**config.mk**
```make
export PLATFORM = sky130hd
export DESIGN_NAME = debounce_scan_ctrl_flat
export DESIGN_NICKNAME = d
export VERILOG_FILES = /design/src/rtl/debounce_pkg.sv /design/src/rtl/debounce_scan_ctrl_if.sv /design/src/rtl/debounce_tick_gen.sv /design/src/rtl/debounce_scan_ctrl.sv /design/src/flat_wrapper.sv
export SDC_FILE = /design/constraint.sdc
export NUM_CORES = 1
export LEC_CHECK = 0
export ABC_AREA = 0
export ABC_CLOCK_PERIOD_IN_PS = 3170
export BUFFER_PORTS_ARGS = -buffer_cell sky130_fd_sc_hd__buf_2
export CAP_MARGIN = 25
export CELL_PAD_IN_SITES_DETAIL_PLACEMENT = 0
export CELL_PAD_IN_SITES_GLOBAL_PLACEMENT = 1
export CORE_MARGIN = 4
export CORE_UTILIZATION = 35
export CTS_CLUSTER_DIAMETER = 50
export DETAILED_ROUTE_END_ITERATION = 16
export PLACE_DENSITY = 0.58
export SYNTH_ARGS = -nofsm -noshare
export SYNTH_HDL_FRONTEND = slang
export SYNTH_SLANG_ARGS = --single-unit
```
**constraint.sdc**
```tcl
create_clock -name clk -period 3.17 [get_ports clk]
set_clock_uncertainty 0.2 [all_clocks]
set_input_delay 0.634 -clock clk [delete_from_list [all_inputs] [get_ports clk]]
set_output_delay 0.634 -clock clk [all_outputs]
set_load 0.005 [all_outputs]
```
**src/rtl/debounce_pkg.sv**
```systemverilog
// debounce_pkg: shared FSM state type, width helpers and default timing constants.
package debounce_pkg;
  typedef enum logic [1:0] {IDLE = 2'd0, SCAN = 2'd1, WAIT_EVT = 2'd2} state_e;
  localparam int TICK_DIV_DEF = 50000;
  localparam int STABLE_CNT_DEF = 5;
  function automatic int ch_w(input int n);
    return (n < 2) ? 1 : $clog2(n);
  endfunction
  function automatic int scnt_w(input int n);
    return $clog2(n);
  endfunction
endpackage

```
**src/rtl/debounce_scan_ctrl_if.sv**
```systemverilog
// debounce_scan_ctrl_if: valid/ready key event stream (channel, new level).
interface debounce_scan_ctrl_if #(parameter int CH_W = 2) ();
  logic            evt_valid_o;
  logic            evt_ready_i;
  logic [CH_W-1:0] evt_ch_o;
  logic            evt_level_o;
  modport master (output evt_valid_o, evt_ch_o, evt_level_o, input evt_ready_i);
  modport slave  (input evt_valid_o, evt_ch_o, evt_level_o, output evt_ready_i);
endinterface

```
**src/rtl/debounce_tick_gen.sv**
```systemverilog
// debounce_tick_gen: sample-tick prescaler, one-cycle pulse every TICK_DIV enabled cycles.
import debounce_pkg::*;
module debounce_tick_gen #(
  parameter int TICK_DIV = TICK_DIV_DEF
) (
  input  logic clk,
  input  logic rst_n,
  input  logic enable_i,
  output logic tick_o
);
  localparam int CW = $clog2(TICK_DIV);
  logic [CW-1:0] r_cnt;
  assign tick_o = r_cnt == CW'(TICK_DIV - 1);
  always_ff @(posedge clk or negedge rst_n)
    if (!rst_n) r_cnt <= '0;
    else r_cnt <= (!enable_i || tick_o) ? '0 : r_cnt + 1'b1;
endmodule

```
**src/rtl/debounce_scan_ctrl.sv**
```systemverilog
// debounce_scan_ctrl: round-robin multi-channel debouncer with event slot; DEBOUNCE_IRQ_EN adds irq_en_i/irq_o.
import debounce_pkg::*;
module debounce_scan_ctrl #(
  parameter int   CH_NUM     = 4,
  parameter int   TICK_DIV   = TICK_DIV_DEF,
  parameter int   STABLE_CNT = STABLE_CNT_DEF,
  parameter logic RST_LEVEL  = 1'b1
) (
  input  logic              clk,
  input  logic              rst_n,
  input  logic              enable_i,
  input  logic [CH_NUM-1:0] key_i,
  output logic [CH_NUM-1:0] level_o,
  output logic              ovr_o,
  input  logic              ovr_clr_i,
`ifdef DEBOUNCE_IRQ_EN
  input  logic              irq_en_i,
  output logic              irq_o,
`endif
  debounce_scan_ctrl_if.master evt
);
  localparam int CH_W   = ch_w(CH_NUM);
  localparam int SCNT_W = scnt_w(STABLE_CNT);
  logic [CH_NUM-1:0] r_sync1, r_sync2, r_level;
  logic [SCNT_W-1:0] r_scnt [CH_NUM];
  state_e            r_state, w_state_nxt;
  logic [CH_W-1:0]   r_ch, w_ch_nxt, r_evt_ch;
  logic              w_tick, w_s, w_flip, w_full, w_last, w_eval, w_load;
  logic              r_evt_valid, r_evt_level, r_ovr;
  debounce_tick_gen #(.TICK_DIV(TICK_DIV)) u_tick (
    .clk(clk), .rst_n(rst_n), .enable_i(enable_i), .tick_o(w_tick)
  );
  always_ff @(posedge clk or negedge rst_n)
    if (!rst_n) {r_sync2, r_sync1} <= {2 * CH_NUM{RST_LEVEL}};
    else {r_sync2, r_sync1} <= {r_sync1, key_i};
  assign w_s    = r_sync2[r_ch];
  assign w_full = r_evt_valid & ~evt.evt_ready_i;
  assign w_last = r_ch == CH_W'(CH_NUM - 1);
  assign w_flip = (w_s != r_level[r_ch]) && (r_scnt[r_ch] == SCNT_W'(STABLE_CNT - 1));
  always_ff @(posedge clk or negedge rst_n)
    if (!rst_n) begin
      r_state <= IDLE;
      r_ch    <= '0;
    end else begin
      r_state <= w_state_nxt;
      r_ch    <= w_ch_nxt;
    end
  always_comb begin
    w_state_nxt = r_state;
    w_ch_nxt    = r_ch;
    case (r_state)
      IDLE:     if (w_tick) begin
                  w_state_nxt = SCAN;
                  w_ch_nxt    = '0;
                end
      SCAN:     if (w_flip && w_full) w_state_nxt = WAIT_EVT;
                else if (w_last) w_state_nxt = IDLE;
                else w_ch_nxt = r_ch + 1'b1;
      WAIT_EVT: if (!w_full) w_state_nxt = SCAN;
      default:  w_state_nxt = IDLE;
    endcase
  end
  // a stalled flip leaves the channel untouched so it is re-evaluated after WAIT_EVT
  always_comb begin
    w_eval = (r_state == SCAN) && !(w_flip && w_full);
    w_load = w_eval && w_flip;
  end
  always_ff @(posedge clk or negedge rst_n)
    if (!rst_n) begin
      r_level <= {CH_NUM{RST_LEVEL}};
      for (int i = 0; i < CH_NUM; i++) r_scnt[i] <= '0;
    end else if (w_eval) begin
      r_scnt[r_ch] <= (w_s == r_level[r_ch] || w_flip) ? '0 : r_scnt[r_ch] + 1'b1;
      if (w_flip) r_level[r_ch] <= w_s;
    end
  always_ff @(posedge clk or negedge rst_n)
    if (!rst_n) begin
      r_evt_valid <= 1'b0;
      r_evt_ch    <= '0;
      r_evt_level <= 1'b0;
      r_ovr       <= 1'b0;
    end else begin
      r_evt_valid <= w_load | w_full;
      if (w_load) begin
        r_evt_ch    <= r_ch;
        r_evt_level <= w_s;
      end
      r_ovr <= (w_tick && r_state != IDLE) | (r_ovr & ~ovr_clr_i);
    end
`ifdef DEBOUNCE_IRQ_EN
  always_ff @(posedge clk or negedge rst_n)
    if (!rst_n) irq_o <= 1'b0;
    else irq_o <= irq_en_i & (r_evt_valid | r_ovr);
`endif
  assign level_o         = r_level;
  assign ovr_o           = r_ovr;
  assign evt.evt_valid_o = r_evt_valid;
  assign evt.evt_ch_o    = r_evt_ch;
  assign evt.evt_level_o = r_evt_level;
endmodule

```
**src/flat_wrapper.sv**
```systemverilog
// flat-port wrapper written by rule: the top's interface ports become plain ports
module debounce_scan_ctrl_flat import debounce_pkg::*;
#(
  parameter int   CH_NUM     = 4,
  parameter int   TICK_DIV   = TICK_DIV_DEF,
  parameter int   STABLE_CNT = STABLE_CNT_DEF,
  parameter logic RST_LEVEL  = 1'b1
)
  (clk, rst_n, enable_i, key_i, level_o, ovr_o, ovr_clr_i, evt_evt_valid_o, evt_evt_ch_o, evt_evt_level_o, evt_evt_ready_i);
  debounce_scan_ctrl_if #(.CH_W(2)) evt_i ();
  input  logic clk;
  input  logic rst_n;
  input  logic enable_i;
  input  logic [CH_NUM-1:0] key_i;
  output logic [CH_NUM-1:0] level_o;
  output logic ovr_o;
  input  logic ovr_clr_i;
  output wire logic [$bits(evt_i.evt_valid_o)-1:0] evt_evt_valid_o;
  output wire logic [$bits(evt_i.evt_ch_o)-1:0] evt_evt_ch_o;
  output wire logic [$bits(evt_i.evt_level_o)-1:0] evt_evt_level_o;
  input wire logic [$bits(evt_i.evt_ready_i)-1:0] evt_evt_ready_i;
  assign evt_evt_valid_o = evt_i.evt_valid_o;
  assign evt_evt_ch_o = evt_i.evt_ch_o;
  assign evt_evt_level_o = evt_i.evt_level_o;
  assign evt_i.evt_ready_i = evt_evt_ready_i;
  debounce_scan_ctrl #(.CH_NUM(CH_NUM), .TICK_DIV(TICK_DIV), .STABLE_CNT(STABLE_CNT), .RST_LEVEL(RST_LEVEL)) u_core (.clk(clk), .rst_n(rst_n), .enable_i(enable_i), .key_i(key_i), .level_o(level_o), .ovr_o(ovr_o), .ovr_clr_i(ovr_clr_i), .evt(evt_i));
endmodule
```
# After elaboration in Yosys (flattened, before gate mapping)
# Index checks and enable logic that the tools add are counted.
word_totals:
  word_cells: 81
  ram_bits: 0
  ff_bits: 49
  n_memories: 0
  latchBits: 0
  mem_bits_ro: 0
  output_inout_bits: 9
  input_bits: 9
classes:
  mul: 0
  n_shift: 0
  bitwise_logic: 7
  n_eq_ne: 12
  n_div: 0
  reduce_logical: 17
  mux: 24
  n_lt_le_gt_ge: 4
  add_sub_neg: 3
ops:
  columns: ["cell", "n"]
  rows:
  - ["$add A16 B1 Y16 const B", 1]
  - ["$eq A16 B16 Y1 const B", 1]
  - ["$mux W16", 1]
  - ["$mux W2", 7]
  - ["$bwmux W12", 1]
  - ["$mux W3", 4]
  - ["$ne A2 B2 Y1 const B", 4]
  - ["$logic_and A1 B1 Y1", 7]
  - ["$bmux W3 S2", 1]
  - ["$demux W3 S2", 1]
  - ["$pmux W2 S3", 1]
  - ["$bmux W1 S2", 2]
  - ["$bwmux W4", 1]
  - ["$eq A2 B2 Y1 const B", 2]
  - ["$pmux W2 S2", 1]
  - ["$reduce_and A4 Y1", 1]
  - ["$reduce_bool A2 Y1", 2]
  - ["$add A3 B1 Y3 const B", 1]
  - ["$eq A3 B3 Y1 const B", 1]
  - ["$ge A3 B3 Y1 const B", 1]
  - ["$lt A2 B3 Y1 const B", 1]
  - ["$lt A3 B1 Y1 const B", 1]
  - ["$mux W1", 3]
  - ["$ne A3 B1 Y1 const B", 1]
  - ["other kinds (15)", 20]

# Logic depth before layout (Yosys ltp)
# Gate-level depths: netlist of run 1.
logic_depth:
  depth_word: 11
  depth_mapped: 9
  mapped_depth_nobuf: 7

# Modules after synthesis
# A second synthesis of run 1 with hierarchy kept.
unflattened:
  cells_unflattened: 199
  area_unflattened_um2: 2482.4
by_module_without_submodules:
  columns: ["module", "seq_area_each_um2", "cells_per_inst", "area_per_inst_um2", "instances"]
  rows:
  - ["debounce_scan_ctrl", 840.8, 120, 1610.3, 1]
  - ["debounce_tick_gen", 400.4, 79, 872.1, 1]

# Worst setup path before layout of run 1
# No wires, ideal clock.
synth_path:
  path_type: "register to register"
  startpoint: "register u_core.r_ch[0]"
  endpoint: "register u_core.r_scnt[1] in the netlist's numbering"
  path_slack_ns: 0.348
  t_required_ns: 2.903
  period_less_slack_ns: 2.822
  path_buffers: 2
  t_arrival_ns: 2.556
  setup_ns: 0.067
  stages_incl_launch_ff: 10
  cell_sequence: "dfrtp_1 -> buf_2 -> mux4_2 -> inv_1 -> ha_1 -> nand2_1 -> o22a_1 -> clkbuf_1 -> o311ai_0 -> a22o_1"
synth_via:
  elab_chain_cells: 9
  elab_cells_between_ends: 24
  cone_classes: "add/sub: 1; order compare: 2; eq/ne: 3; mux: 11; bitwise: 1; reduce/logical: 6"
synth_lines:
  columns: ["item", "line", "rtl"]
  rows:
  - ["from (decl)", "debounce_scan_ctrl.sv:27", "logic [CH_W-1:0] r_ch, w_ch_nxt, r_evt_ch;"]
  - ["from (signal assigned)", "debounce_scan_ctrl.sv:46", "r_ch <= w_ch_nxt;"]
  - ["parallel branches: the longest is 9 deep, another holds $add A3 B1 Y3", null, null]
  - ["to (signal, indexed assignment)", "debounce_scan_ctrl.sv:73", "r_scnt[r_ch] <= (w_s == r_level[r_ch] || w_flip) ? '0 : r_scnt[r_ch] + 1'b1;"]
  - ["to (decl)", "debounce_scan_ctrl.sv:25", "logic [SCNT_W-1:0] r_scnt [CH_NUM];"]
# Parallel ways; which one is timed is not known. The select of a mux whose other input is x is not followed.
# A chain may end at the register's enable or synchronous reset.

# Worst setup path after layout of run 1
layout_path:
  startpoint: "register u_core.r_ch[0]"
  endpoint: "register u_core.r_evt_ch[1] (netlist: u_core.evt.evt_ch_o[1])"
layout_via:
  elab_chain_cells: 10
  elab_cells_between_ends: 15
  cone_classes: "eq/ne: 2; mux: 7; bitwise: 1; reduce/logical: 5"
layout_lines:
  columns: ["item", "line", "rtl"]
  rows:
  - ["$not A2 Y3 (implied by the code)", "debounce_scan_ctrl.sv:39", "assign w_flip = (w_s != r_level[r_ch]) && (r_scnt[r_ch] == SCNT_W'(STABLE_CNT - 1));"]
  - ["$bmux W3 S2", "debounce_scan_ctrl.sv:39", null]
  - ["$mux W3 (implied by the code) (2 in series)", "debounce_scan_ctrl.sv:39", null]
  - ["$eq A3 B3 Y1", "debounce_scan_ctrl.sv:39", null]
  - ["$logic_and A1 B1 Y1 *", "debounce_scan_ctrl.sv:39", null]
  - ["$logic_and A1 B1 Y1", "debounce_scan_ctrl.sv:65", "w_eval = (r_state == SCAN) && !(w_flip && w_full);"]
  - ["$logic_not A1 Y1", "debounce_scan_ctrl.sv:65", null]
  - ["$logic_and A1 B1 Y1", "debounce_scan_ctrl.sv:65", null]
  - ["$logic_and A1 B1 Y1 *", "debounce_scan_ctrl.sv:66", "w_load = w_eval && w_flip;"]
  - ["to (signal assigned)", "debounce_scan_ctrl.sv:85", "r_evt_ch <= r_ch;"]
  - ["to (decl)", "debounce_scan_ctrl.sv:27", null]
# Mark *: on every way between the ends. The rest lies on a longest branch, timed or not. The select of a mux whose other input is x is not followed.

==> run metrics, run 1 <==
Worst VDD drop=167 uV; CTS max path bufs=2; Total Negative Setup Slacks=0 ns; multiplexer share of the synthesized area=10.2%; Synth Flop Type=dfrtp_1; CTS resizes=0; Worst Path Max Fanout=13; DR pass1 iterations=4; maximum clock rate=357 MHz; largest net degree at the start of global routing=47; Leak=0.00120 uW; Worst Setup SP=u_core.r_ch[0]$_DFFE_PN0P_; DR WL/cell=16.2 um; CP endpoint kind=register; H-tree Lvls=2; Worst-Margin Slew=0.690 ns; vias in the first global route=1701; final setup margin=0.366 ns; Sink Count=49; synthesized area per cell=11.8 um^2; Non-Filler Instances=305; Worst Reg-to-Reg Cells=7; Ys Warns=0; worst stage delay on the critical path=0.56 ns; chip width=90.5 um; max-slew violation count=0; CTS tree=yes; Buffers on Ports=17; Post-CTS Hold Fix Bufs=0; GRT Util Overall=12.7%; Tcrit/Tclk final=88.4%; Core Area=0.00649 mm^2; Core Util, Final=42.1%; layout filler cell count=619; crit path cell chain=mux4_2 -> inv_1 -> ha_1 -> nand2_1 -> o22a_1 -> or4_4 -> mux2_4; post-synthesis xor/xnor area fraction=4.36%; relative slew slack=53.4%; synth cell count leaders=37 x dfrtp_1, 13 x nor2_1, 12 x a22o_1, 12 x dfstp_2, 11 x nand2_1; routed wire length=4.94 mm; crit path to=u_core.evt.evt_ch_o[1]$_DFFE_PN0P_; drt via density=5.46; Synth area leaders=dfrtp_1 39%, dfstp_2 13%, mux4_2 4.7%, a22o_1 4.4%, ha_1 3.7%; worst hold path class=in -> async; most common cell in the netlist=dfrtp_1; cell area after synthesis=0.00238 mm^2; Starting Density=36.7%; clk root buf=clkbuf_8; dpl ws=0.385 ns; Placed Cells incl. Taps=296; Critical Path AT=2.80 ns; die area=0.00819 mm^2; WP data required=3.17 ns; Synth area leader=dfrtp_1; Clk pin slew, worst setup/hold paths=0.09 ns; Mapped Cells=202; Max-Cap Viols=0; top cell type's share of synthesized area=38.9%; row count=29; Adder-Cell Fraction of Synth Area=3.68%; synthesis-stage register bit count=49; final hold vios=0; Post-DP Area=0.00258 mm^2; global route overflow=0; postcts setup bufs=0; R2R Path End=u_core.evt.evt_ch_o[1]$_DFFE_PN0P_; Synth async-reset ratio=100%; largest family of logic cells by synthesized area=simple AND/OR/NAND/NOR gates; # nets final=243; Cell Pwr Density=426 mW/mm^2; Antenna Cells=0; final period demand of the worst path=2.80 ns; Clock Latency Late Sink=0.30 ns; Post-synth EDFFs=0; Yosys cell types=38; GPL Wtd Cong=0.774; initial drt markers=56; HPWL after detailed placement=3.53 mm; fraction of layout cells with a size suffix above 1=26.8%; Vert. Die Dim=90.5 um; Final ANT Viol Nets=0; compound-gate portion of the synthesized area=11.0%; reg2reg setup slack=0.37 ns; Final Instance Area=0.00273 mm^2; initial antenna violation count=0; # DRC=0; status=complete, no violations; Ports=18; Mapped Nets=218; Final setup violation count=0; Synth Area in Simple Gates=16.3%; Inserted Clock Buffers=5; Worst setup SP type=register; Critical Setup Path Class=reg -> reg; DR vias=1664; Worst path slowest cell=mux4_2; first-pass GRT wire length=8.36 mm; post-synthesis sequential area ratio=52.1%; worst r2r src=u_core.r_ch[0]$_DFFE_PN0P_; Area growth syn-to-layout=14.8%; RSZ-0062 raised after global routing=no
-- through the flow --
step                      hold WS (ns)  total power [uW]
after floorplan                  0.138               664
after global placement           0.146               685
after global routing            0.0657              1220
after detailed placement         0.147               687
final                           0.0569              1170
after CTS                        0.161              1190
-- metal layers --
metal  track usage [%]  vias up  part of all wire (%)
met5                 0        -                     0
met4              4.46        0                   1.8
met3              3.17        9                   2.5
met2              19.9       25                    47
met1              17.1      830                    49
li1                  -      800                     -
-- placed cells by master (no fill, tap or decap), types with 2 or more instances in the layout --
master / n
buf_2: 17
nor4bb_1: 2
nor3_1: 9
mux2_4: 3
dfrtp_1: 37
buf_4: 7
mux4_2: 5
nor2_1: 13
nand3_1: 9
nor2b_1: 2
clkbuf_8: 5
o21ai_0: 4
xnor2_1: 5
ha_1: 7
and2_1: 2
xor2_1: 5
a22o_1: 12
o31ai_1: 2
nand2b_1: 4
and4_1: 2
or3_1: 5
dfstp_2: 12
o22ai_1: 4
nand2_1: 11
mux2_2: 5
nand4_1: 4
a21oi_1: 4
and3_1: 3
mux2i_1: 3
o311ai_0: 7
inv_1: 6
-- area by class of cell --
| class | count | area (um^2) | share of cell area (%) |
|---|---|---|---|
| repair buffers | 25 | 158 | 5.77 |
| inverters | 6 | 22.5 | 0.824 |
| multi-input cells | 140 | 1090 | 39.8 |
| well taps | 77 | 96.3 | 3.52 |
| clock inverters | 2 | 35.0 | 1.28 |
| flip-flops and latches | 49 | 1240 | 45.4 |
| clock buffers | 6 | 93.8 | 3.43 |
-- worst min path at each step --
stage	startpoint	endpoint	slack (ns)	cells past startpoint
2_1_floorplan	rst_n	u_core.evt.evt_ch_o[0]$_DFFE_PN0P_	0.14	0
3_3_place_gp	u_core.r_sync1[3]$_DFF_PN1_	u_core.r_sync2[3]$_DFF_PN1_	0.15	0
3_5_place_dp	u_core.r_sync1[1]$_DFF_PN1_	u_core.r_sync2[1]$_DFF_PN1_	0.15	0
4_1_cts	u_core.r_sync1[1]$_DFF_PN1_	u_core.r_sync2[1]$_DFF_PN1_	0.16	0
5_1_grt	rst_n	u_core.ovr_o$_DFF_PN0_	0.07	1
6_report	rst_n	u_core.r_state[0]$_DFFE_PN0P_	0.06	1
-- report_power, final --
| group | leakage, uW | internal (uW) | switching (uW) | total [uW] |
|---|---|---|---|---|
| clock | 0.0000663 | 282 | 207 | 489 |
| combinational | 0.000504 | 12.5 | 22.9 | 35.5 |
| sequential | 0.000630 | 637 | 4.60 | 642 |
| total | 0.00120 | 931 | 235 | 1170 |
-- sequential cells by signal (all words and copies together), names as in the netlist --
name                    count
u_core.r_ch                 2
u_core.u_tick.r_cnt        16
u_core.r_sync2              4
u_core.ovr_o                1
u_core.level_o              4
u_core.r_state              2
u_core.r_sync1              4
u_core.r_scnt              12
u_core.evt.evt_valid_o      1
u_core.evt.evt_level_o      1
u_core.evt.evt_ch_o         2
-- worst max-delay path: cells and delay by family, from the launching register on --
kind,cells,cell delay (ns)
muxes,2,0.88
and+or+nand+nor,2,0.59
DFF,1,0.42
AOI/OAI and AO/OA,1,0.34
adders and majority gates,1,0.19
buffers and inverters,1,0.08
-- logic make-up (layout without fill, tap and decap cells) --
| group | Yosys count | in the layout |
|---|---|---|
| and+or+nand+nor | 71 | 71 |
| adders and majority gates | 7 | 7 |
| buffers and inverters | 13 | 39 |
| DFF | 49 | 49 |
| xor gates and xnor gates | 11 | 11 |
| muxes | 16 | 16 |
| AOI/OAI and AO/OA | 35 | 35 |
(Power assumes the default switching activity.)
==> run 2: changes to the inputs <==
--- a/config.mk
+++ b/config.mk
@@ -12,10 +12,10 @@
 export CELL_PAD_IN_SITES_DETAIL_PLACEMENT = 0
 export CELL_PAD_IN_SITES_GLOBAL_PLACEMENT = 1
 export CORE_MARGIN = 4
-export CORE_UTILIZATION = 35
+export CORE_UTILIZATION = 48
 export CTS_CLUSTER_DIAMETER = 50
 export DETAILED_ROUTE_END_ITERATION = 16
-export PLACE_DENSITY = 0.58
+export PLACE_DENSITY = 0.77
 export SYNTH_ARGS = -nofsm -noshare
 export SYNTH_HDL_FRONTEND = slang
 export SYNTH_SLANG_ARGS = --single-unit
==> run 2 against run 1 <==
  * Global-route usage is 3.5 points higher
  * Critical path type unchanged
  * Count of clock-buffer cells in the layout is the same
  * Critical endpoint is now u_core.evt.evt_level_o$_DFFE_PN0P_
  * Via count shrank 1.3%
==> run metrics, run 2 (synthesis results as in run 1) <==
Top reg by flops=u_core.u_tick.r_cnt; chip width=78.4 um; routed wire length=4.47 mm; GR Util met1=23.9%; initial drt markers=141; first-pass GRT wire length=7.82 mm; row count=25; crit path cell chain=mux4_2 -> inv_1 -> ha_1 -> nand2_1 -> o22a_1 -> or4_4 -> mux2_4; worst r2r src=u_core.r_ch[0]$_DFFE_PN0P_; worst stage delay on the critical path=0.60 ns; Largest register FFs=16; Starting Density=50.1%; DR pass1 iterations=5; final hold vios=0; status=complete, no violations; Worst path slowest cell=mux4_2; die area=0.00615 mm^2; GR peak layer=met1; Worst setup SP type=register; Buffers on Ports=17; # DRC=0; clk root buf=clkbuf_8; GPL Wtd Cong=0.887; Tcrit/Tclk final=93.1%; Worst Setup SP=u_core.r_ch[0]$_DFFE_PN0P_; Antenna Cells=0; Sink Count=49; relative slew slack=42.7%; final setup margin=0.218 ns; Inserted Clock Buffers=5; Worst-Margin Slew=0.859 ns; initial antenna violation count=0; worst hold path class=reg -> reg; CTS tree=yes; met2 usage=23.5%; Worst Path Max Fanout=13; Cell Pwr Density=424 mW/mm^2; RSZ-0062 raised after global routing=no; Final ANT Viol Nets=0; Max-Cap Viols=0; Regs by FF count=u_core.u_tick.r_cnt x16, u_core.r_scnt x12; max-slew violation count=0; H-tree Lvls=2; Critical Setup Path Class=reg -> reg; Clock Latency Late Sink=0.30 ns; commonest non-fill, non-tap cells in the layout=37 x dfrtp_1, 17 x buf_2, 13 x nor2_1; Ports=18; Vert. Die Dim=78.4 um; CTS max path bufs=2; HPWL after detailed placement=3.18 mm; DR vias=1643; Worst path top cell family by delay=multiplexers; Post-CTS Hold Fix Bufs=0; min-delay src=u_core.r_sync1[1]$_DFF_PN1_; Area growth syn-to-layout=12.6%; fraction of layout cells with a size suffix above 1=25.4%; Leak=0.00117 uW; Total Negative Setup Slacks=0 ns; Worst VDD drop=323 uV; dpl ws=0.237 ns; DR WL/cell=15.3 um; Final setup violation count=0; final period demand of the worst path=2.95 ns; drt via density=5.65; Critical Path AT=2.95 ns; commonest non-fill, non-tap cell in the layout=dfrtp_1; vias in the first global route=1565; CP bufs+invs=1; WP data required=3.17 ns; global route overflow=0; Clk pin slew, worst setup/hold paths=0.09 ns; CP endpoint kind=register; GRT Util Overall=16.2%; maximum clock rate=339 MHz; Core Area=0.00475 mm^2; # nets final=239; layout filler cell count=427; largest net degree at the start of global routing=41; Global Route met3 Usage=4.13%
[run 2: cell type report]
cell class	count	area (um^2)	area share (%)
Sequential cell	49	1240	46.3
Timing Repair Buffer	21	115	4.29
Clock inverter	2	37.5	1.40
Clock buffer	6	82.6	3.08
Multi-Input combinational cell	140	1100	41.0
Inverter	6	22.5	0.840
Tap cell	67	83.8	3.13
[run 2: per-stage QoR]
| step | util (%) | area (um^2) | hold WS [ns] | total power (uW) | std cells |
|---|---|---|---|---|---|
| 2_1_floorplan | - | 2380 | 0.138 | 664 | 202 |
| 6_report | 56.4 | 2680 | 0.156 | 1140 | 291 |
| 3_3_place_gp | 53.6 | 2550 | 0.146 | 683 | 283 |
| 4_1_cts | 56.2 | 2670 | 0.160 | 1160 | 291 |
| 3_5_place_dp | 53.6 | 2550 | 0.147 | 686 | 283 |
| 5_1_grt | 56.4 | 2680 | 0.169 | 1200 | 291 |
[run 2: repair_timing]
item / in CTS / in global routing
resized for setup: 0 / 2
endpoints found under the setup margin: 0 / 5
setup buffers: 0 / 0
[run 2: report_power, final]
group / internal, uW / switching, uW / leakage, uW
Clock: 257 / 207 / 0.0000574
Sequential: 637 / 4.09 / 0.000630
Combinational: 10.1 / 22.2 / 0.000483
Total: 904 / 233 / 0.00117
[run 2: worst paths after layout]
kind,depth (start not counted),slack [ns],to
worst max-delay path,7,0.22,u_core.evt.evt_level_o$_DFFE_PN0P_
worst min-delay path,0,0.16,u_core.r_sync2[1]$_DFF_PN1_
worst max register to register,7,0.22,u_core.evt.evt_level_o$_DFFE_PN0P_
worst min register to register,0,0.16,u_core.r_sync2[1]$_DFF_PN1_
max in group asynchronous,2,1.80,u_core.level_o[2]$_DFFE_PN1P_
min in group asynchronous,1,0.23,u_core.evt.evt_ch_o[1]$_DFFE_PN0P_
[run 2: routing by layer]
| layer | vias to the layer above | part of all wire [%] | routed length (um) |
|---|---|---|---|
| met4 | 0 | 1.2 | 53 |
| met5 | - | 0 | 0 |
| met1 | 813 | 49 | 2200 |
| li1 | 797 | - | - |
| met2 | 27 | 46 | 2070 |
| met3 | 6 | 3.2 | 141 |
